## src/rtl/decode_byte_window.sv

```systemverilog
// Byte window between prefetch and decode: appends fetch beats and drops consumed bytes in one cycle.
// Latency: one cycle, registered outputs; fetch_accept is combinational from state and flush only.
// Backpressure: fetch_accept drops when fewer than a full beat of space remains or on flush; optional stats under DECODE_WINDOW_STATS_EN.
module decode_byte_window #(
  parameter int WINDOW_BYTES = 12,
  parameter int FETCH_BYTES  = 8
) (
  input  logic                        clk,
  input  logic                        rst_n,
  input  logic                        fetch_valid,
  input  logic [8*FETCH_BYTES-1:0]    fetch_data,
  input  logic [3:0]                  fetch_length,
  output logic                        fetch_accept,
  input  logic                        flush,
  input  logic [31:0]                 flush_eip,
  input  logic                        dec_consume,
  input  logic [3:0]                  dec_consume_count,
  output logic [8*WINDOW_BYTES-1:0]   decoder,
  output logic [3:0]                  decoder_count,
  output logic [31:0]                 dec_eip,
  output logic                        consume_overrun
`ifdef DECODE_WINDOW_STATS_EN
  ,
  output logic [15:0]                 starve_cycles,
  output logic [15:0]                 fetch_stall_cycles
`endif
);

  localparam int WB = 8 * WINDOW_BYTES;
  localparam int FB = 8 * FETCH_BYTES;
  localparam logic [31:0] RESET_EIP = 32'h0000_FFF0;

  logic [WB-1:0] win_q, win_d;
  logic [3:0]    count_q, count_d;
  logic [31:0]   eip_q, eip_d;
  logic          overrun_q, overrun_d;

  logic [FB-1:0] beat_m;
  logic [3:0]    len_eff, app_len, c_req, c_eff, rem;
  logic          take, over;
  logic [WB-1:0] shifted, appended;

  assign fetch_accept = !flush && (count_q <= 4'(WINDOW_BYTES - FETCH_BYTES));
  assign take         = fetch_valid && fetch_accept;
  assign len_eff      = (fetch_length > 4'(FETCH_BYTES)) ? 4'(FETCH_BYTES) : fetch_length;
  assign app_len      = take ? len_eff : 4'd0;

  // Over-long consumes are clipped to what is held and reported the following cycle.
  assign c_req = dec_consume ? dec_consume_count : 4'd0;
  assign over  = c_req > count_q;
  assign c_eff = over ? count_q : c_req;
  assign rem   = count_q - c_eff;

  always_comb begin
    beat_m = '0;
    for (int k = 0; k < FETCH_BYTES; k++) begin
      if (4'(k) < len_eff) beat_m[8*k +: 8] = fetch_data[8*k +: 8];
    end
  end

  // Bytes above the live count are always zero, so OR-merging the beat is safe.
  assign shifted  = win_q >> {c_eff, 3'b000};
  assign appended = take ? ({{(WB-FB){1'b0}}, beat_m} << {rem, 3'b000}) : '0;

  always_comb begin
    win_d     = shifted | appended;
    count_d   = rem + app_len;
    eip_d     = eip_q + {28'd0, c_eff};
    overrun_d = over;
    if (flush) begin
      win_d     = '0;
      count_d   = 4'd0;
      eip_d     = flush_eip;
      overrun_d = 1'b0;
    end
  end

  always_ff @(posedge clk or negedge rst_n) begin
    if (!rst_n) begin
      win_q     <= '0;
      count_q   <= 4'd0;
      eip_q     <= RESET_EIP;
      overrun_q <= 1'b0;
    end else begin
      win_q     <= win_d;
      count_q   <= count_d;
      eip_q     <= eip_d;
      overrun_q <= overrun_d;
    end
  end

  assign decoder         = win_q;
  assign decoder_count   = count_q;
  assign dec_eip         = eip_q;
  assign consume_overrun = overrun_q;

`ifdef DECODE_WINDOW_STATS_EN
  logic [15:0] starve_q, starve_d;
  logic [15:0] stall_q, stall_d;

  always_comb begin
    starve_d = starve_q;
    if (flush) starve_d = 16'd0;
    else if ((count_q == 4'd0) && (starve_q != 16'hFFFF)) starve_d = starve_q + 16'd1;
    stall_d = stall_q;
    if (fetch_valid && !fetch_accept && (stall_q != 16'hFFFF)) stall_d = stall_q + 16'd1;
  end

  always_ff @(posedge clk or negedge rst_n) begin
    if (!rst_n) begin
      starve_q <= 16'd0;
      stall_q  <= 16'd0;
    end else begin
      starve_q <= starve_d;
      stall_q  <= stall_d;
    end
  end

  assign starve_cycles      = starve_q;
  assign fetch_stall_cycles = stall_q;
`else
  // Statistics counters are not built in this configuration.
`endif

endmodule

```

## config.mk

```make
export PLATFORM = sky130hd
export DESIGN_NAME = decode_byte_window
export DESIGN_NICKNAME = d
export VERILOG_FILES = /design/src/rtl/decode_byte_window.sv
export SDC_FILE = /design/constraint.sdc
export NUM_CORES = 1
export LEC_CHECK = 0
export ABC_AREA = 1
export CAP_MARGIN = 20
export CELL_PAD_IN_SITES_DETAIL_PLACEMENT = 1
export CELL_PAD_IN_SITES_GLOBAL_PLACEMENT = 1
export CORE_UTILIZATION = 30
export CTS_BUF_LIST = sky130_fd_sc_hd__clkbuf_4
export CTS_CLUSTER_DIAMETER = 80
export DETAILED_ROUTE_END_ITERATION = 16
export GPL_ROUTABILITY_DRIVEN = 0
export MAX_ROUTING_LAYER = met4
export PLACE_DENSITY_LB_ADDON = 0.1
export SETUP_SLACK_MARGIN = 0.02
export SYNTH_ARGS = -nofsm -noshare
export SYNTH_HDL_FRONTEND = slang
export SYNTH_SLANG_ARGS = --single-unit
```

## constraint.sdc

```tcl
create_clock -name clk -period 4.1 [get_ports clk]
set_input_delay 0.82 -clock clk [delete_from_list [all_inputs] [get_ports clk]]
set_output_delay 0.82 -clock clk [all_outputs]
set_load 0.02 [all_outputs]
```

Yosys cells after proc, flatten, opt, wreduce, memory -nomap -nowiden:

Cells that the tools add are included.

* memories kept: 0
* logic and storage cells: 41
* bits in latches: 0
* register bits: 133
* memory bits (writable): 0
* output and inout port bits: 134
* bits in read-only memories: 0

* divide/modulo/power cells: 0
* multipliers: 0
* bitwise gates (word level): 1
* shifts and indexed selects: 2
* eq/ne operators: 0
* magnitude comparators: 11
* reductions and logical operators: 3
* muxes and demuxes: 17
* $add $sub $neg: 3

Operator list (number)
* two-way mux 96 bit: 2
* bitwise OR 96 bit: 1
* << shifter 64 x 7 -> 96 bit: 1
* right shift 96 x 7 -> 96 bit: 1
* two-way mux 8 bit: 8
* adder 32 x 4 -> 32 bit: 1
* two-way mux 32 bit: 1
* two-way mux 4 bit: 5
* less-than comparator 3 x 4 -> 1 bit, first input constant: 4
* less-than comparator 1 x 4 -> 1 bit, first input constant: 2
* less-than comparator 2 x 4 -> 1 bit, first input constant: 2
* adder 4 bit: 1
* > comparator 4 bit: 1
* > comparator 4 bit, second input constant: 1
* <= comparator 4 x 3 -> 1 bit, second input constant: 1
* subtractor 4 bit: 1
* logical AND 1 bit: 2
* zero test 1 bit: 1
* two-way mux 1 bit: 1

Logic depth before layout (Yosys ltp):

* word-level depth: 8
* gate-level depth with buffers: 30
* mapped depth without buffers: 24

Least setup slack after synthesis:

Ideal clock, no wire load.

* kind: input to register
* start: in dec_consume
* end: reg count_q[3] (netlist: decoder_count[3])
* buffers on the path: 7
* stages on the path: 26
* setup slack: -443 ps
* library setup time: 78 ps
* arrival time: 4465 ps
* path through: buf_4 -> nand2_1 -> inv_1 -> ha_1 -> nand3_2 -> o21ai_2 -> nand2_2 -> buf_6 -> nand3_1 -> o21ai_1 -> inv_2 -> buf_2 -> buf_1 -> ha_1 -> inv_1 -> nand2_1 -> nand2_1 -> buf_2 -> buf_2 -> buf_2 -> ha_1 -> a21oi_1 -> o21ai_0 -> xnor2_1 -> o21ai_0 -> a21oi_1

* longest elaborated chain between the ends: 6

Ends and longest elaborated chain
* from (decl): RTL line 16 `input logic dec_consume,`
* two-way mux 4 bit (*): RTL line 49 `assign c_req = dec_consume ? dec_consume_count : 4'd0;`
* > comparator 4 bit: RTL line 50 `assign over = c_req > count_q;`
* two-way mux 4 bit (*): RTL line 51 `assign c_eff = over ? count_q : c_req;`
* subtractor 4 bit (*): RTL line 52 `assign rem = count_q - c_eff;`
* adder 4 bit (*): RTL line 67 `count_d = rem + app_len;`
* two-way mux 4 bit (*): RTL line 70 `if (flush) begin`
* via count_d[3]: RTL line 34 `logic [3:0] count_q, count_d;`
* to (signal assigned): RTL line 86 `count_q <= count_d;`
* to (decl): RTL line 34

The timed path passes the listed nets; every way through them passes the cells marked *.

Worst setup path in the final report:

* start: in dec_consume
* end: reg win_q[79] (netlist: decoder[79])

* longest elaborated chain between the ends: 8

Ends and longest elaborated chain
* two-way mux 4 bit (*): RTL line 49
* > comparator 4 bit: RTL line 50
* two-way mux 4 bit (*): RTL line 51
* subtractor 4 bit: RTL line 52
* << shifter 64 x 7 -> 96 bit: RTL line 63 `assign appended = take ? ({{(WB-FB){1'b0}}, beat_m} << {rem, 3'b000}) : '0;`
* two-way mux 96 bit: RTL line 63
* bitwise OR 96 bit (*): RTL line 66 `win_d = shifted | appended;`
* two-way mux 96 bit (*): RTL line 70
* via win_d[79]: RTL line 33 `logic [WB-1:0] win_q, win_d;`
* to (signal assigned): RTL line 85 `win_q <= win_d;`
* to (decl): RTL line 33

Marks and branches as above.

==> results.md <==
* Placeable Area at 42,300 sq um
* CTS Buf Count at 17
* DRT Wirelength at 66.2 mm
* Hpwl dp at 51.8 mm
* Final core utilization at 0.412
* Buffers and inverters on the worst path at 6
* H-tree depth at 4
* Max Clk Rate at 0.258 GHz
* DR pass1 iterations at 5
* Family with the most delay on the worst path: compound AO/OA/AOI/OAI gates
* PostCTS Resize Cnt at 0
* Clock latency at the later pin of the worst-skew pair at 0.63 ns
* RSZ-0062 raised after global routing: no
* Syn avg cell area at 5.88 sq um
* Sequential area share after synthesis at 0.257
* Rel. slew slack at 0.283
* Fill count at 5,662
* Data required, critical path at 4.65 ns
* Arr. time, crit path at 4.43 ns
* Library cells used by synthesis at 39
* Hold WC Path Type: in -> async
* Ys async rst share at 1.00
* Tightest Pin Transition at 1.07 ns
* Final hold violations at 0
* Total grt overflow at 0
* Worst vdd rail ir drop at 0.640 mV
* Starting Density at 0.307
* CP endpoint kind: flop
* First-pass GRT wire length at 101 mm
* CP Launch Type: primary input
* CTS clk-pin slew, worst paths at 0.15 ns
* Tcrit/Tclk final at 0.946
* Chip width at 210 um
* Post-DRT Antenna Nets at 0
* Initial antenna violation count at 1
* Max_cap viols at 0
* CP cell instances: clkdlybuf4s50_1 > nand2_2 > inv_2 > ha_4 > nand4_1 > nand2_1 > inv_1 > o21ai_2 > nand2_2 > nand3_1 > nand2_4 > ha_2 > clkinv_1 > buf_12 > buf_4 > o21ai_0 > o21ai_0 > a21boi_0 > o21ai_0 > nand3_1 > a21oi_1
* Post CTS Setup Buffer Count at 0
* Total GRT Usage at 0.309
* CTS root buf: clkbuf_4
* Die area at 44,200 sq um
* Clock tree buffer depth at 2
* Syn Inst Count at 2,211
* Clock sink count at 133
* WS Path Type: in -> reg
* Top Ports at 243
* Final clock skew at 0.0296 ns
* Syn_nets at 2,333
* Pin count of the biggest net entering global routing at 157
* Biggest area consumer among synthesized cells: dfrtp_1
* I/O Buffers at 242
* Share of cells above drive strength 1 at 0.107
* Sw Ratio at 0.577
* DRC Markers at 0
* Die height at 210 um
* Final setup violating endpoints at 0
* Synth top cells by count: 618 x nand2_1, 395 x nand3_1, 217 x o21ai_0
* Pwr Density at 1110 nW/um^2
* Clock power frac at 0.045
* R2R Setup Slk at 0.33 ns
* Sequential share of power at 0.113
* Min Tclk post-route at 3.88 ns
* Final cell count without fillers at 3,079
* Post-synth EDFFs at 0
* NetSw at 11,100 uW
* Wire per inst at 21.5 um
* Core Rows at 75
* Internal cell power at 8160 uW
* Delay of the slowest cell on the worst path at 0.45 ns
* Comb pwr share at 0.843
* CTS tree: done
* Synth Flop Type: dfrtp_1
* Vias in the first global route at 16,866
* Outcome: complete, no violations
* Launch point of the worst reg-to-reg path: decoder_count[3]
* CP Depth at 21
* Crit path max fanout at 19
* Count leader, synth: nand2_1
* Warnings from Yosys at 0
* Reg2reg end: decoder[79]
* Placed Cells at 3,046
* Yosys top cell area share at 0.233
* Area delta synth->final at 34.2%
* Fin. max-slew vios at 0
* Final #Nets at 2,610
* Number of vias per cell at 5.37
* CTS Hold Bufs at 0
* Synth area leaders: dfrtp_1 23%, nand2_1 18%, nand3_1 15%, o21ai_0 8.4%, inv_1 5.7%
* Vias at 16,531
* Drt initial violations at 1,182
* Mapped cell area at 13,000 sq um
* Worst path slowest cell: clkdlybuf4s50_1
* Leakage at 0.00783 uW
* R2R cell count at 19
* #FFs+latches synth at 133
* Critical Path Most Common Cell: o21ai_0
[final cells by class]
cell class / instances / area [sq um] / share of cell area
inverters: 204 / 766 / 0.0439
repair buffers: 430 / 4160 / 0.238
diodes: 1 / 2.50 / 0.000143
clock buffers: 18 / 135 / 0.00774
flip-flops and latches: 133 / 3340 / 0.192
multi-input cells: 1702 / 8230 / 0.471
clock inverters: 14 / 104 / 0.00595
well taps: 577 / 722 / 0.0414
[power groups by stage]
stage          Sequential [uW]  Clock, uW  Combinational (uW)
3_3_place_gp              2210          0               15800
5_1_grt                   2210        938               17700
4_1_cts                   2180        895               16100
6_report                  2170        866               16300
2_1_floorplan             2370          0                8850
3_5_place_dp              2200          0               16100
[cell families after synthesis]
family / synth area share
simple gates: 0.417
fa+ha+maj: 0.0131
xor+xnor: 0.00404
buf+inv: 0.117
flops: 0.257
compound gates: 0.192
[state kept, by name, indices dropped and copies added (netlist names)]
register and cells:
decoder_count 4, consume_overrun 1, decoder 96, dec_eip 32
[layer usage]
metal,vias to the layer above,share of wire,global-route usage,routed length (um)
met5,-,0,-,0
met4,0,0.038,0.119,2520
met3,93,0.042,0.0362,2770
met2,444,0.49,0.517,32100
met1,8053,0.44,0.380,28800
li1,7941,-,-,-
[how the worst max path moves through the flow]
stage | startpoint | endpoint | slack, ns
after floorplan | dec_consume | decoder_count[3] | 0.005
after global placement | dec_consume | decoder[79] | -0.33
after detailed placement | dec_consume | decoder[79] | -0.38
after CTS | dec_consume | decoder[79] | 0.32
after global routing | dec_consume | decoder[42] | 0.11
final | dec_consume | decoder[79] | 0.22
[placed cells by master (no fill, tap or decap), types with 7 or more instances in the layout]
cell type and count:
a21oi_1 99, a31oi_1 13, and2_1 7, buf_12 26, buf_4 163, clkbuf_4 18
clkdlybuf4s50_1 240, dfrtp_1 121, dfstp_2 12, ha_1 7, inv_1 197, nand2_1 615
nand3_1 395, nand3b_1 31, nand4_1 15, nor2_1 120, nor3_1 23, nor4_1 11
o211ai_1 85, o21ai_0 215, o21ai_1 18, or2_2 13
[through the flow]
| step | setup TNS (ns) | power, uW | hold slack (ns) | setup WS (ns) | instance area [sq um] |
|---|---|---|---|---|---|
| global placement | -6.75 | 18000 | 0.534 | -0.330 | 17200 |
| detailed placement | -13.16 | 18300 | 0.551 | -0.375 | 17200 |
| global route | 0 | 20900 | 0.172 | 0.114 | 17500 |
| finish | 0 | 19300 | 0.171 | 0.221 | 17500 |
| CTS | 0 | 19200 | 0.151 | 0.320 | 17500 |
| floorplan | 0 | 11200 | 0.524 | 0.00536 | 13100 |
(Power assumes the default switching activity.)
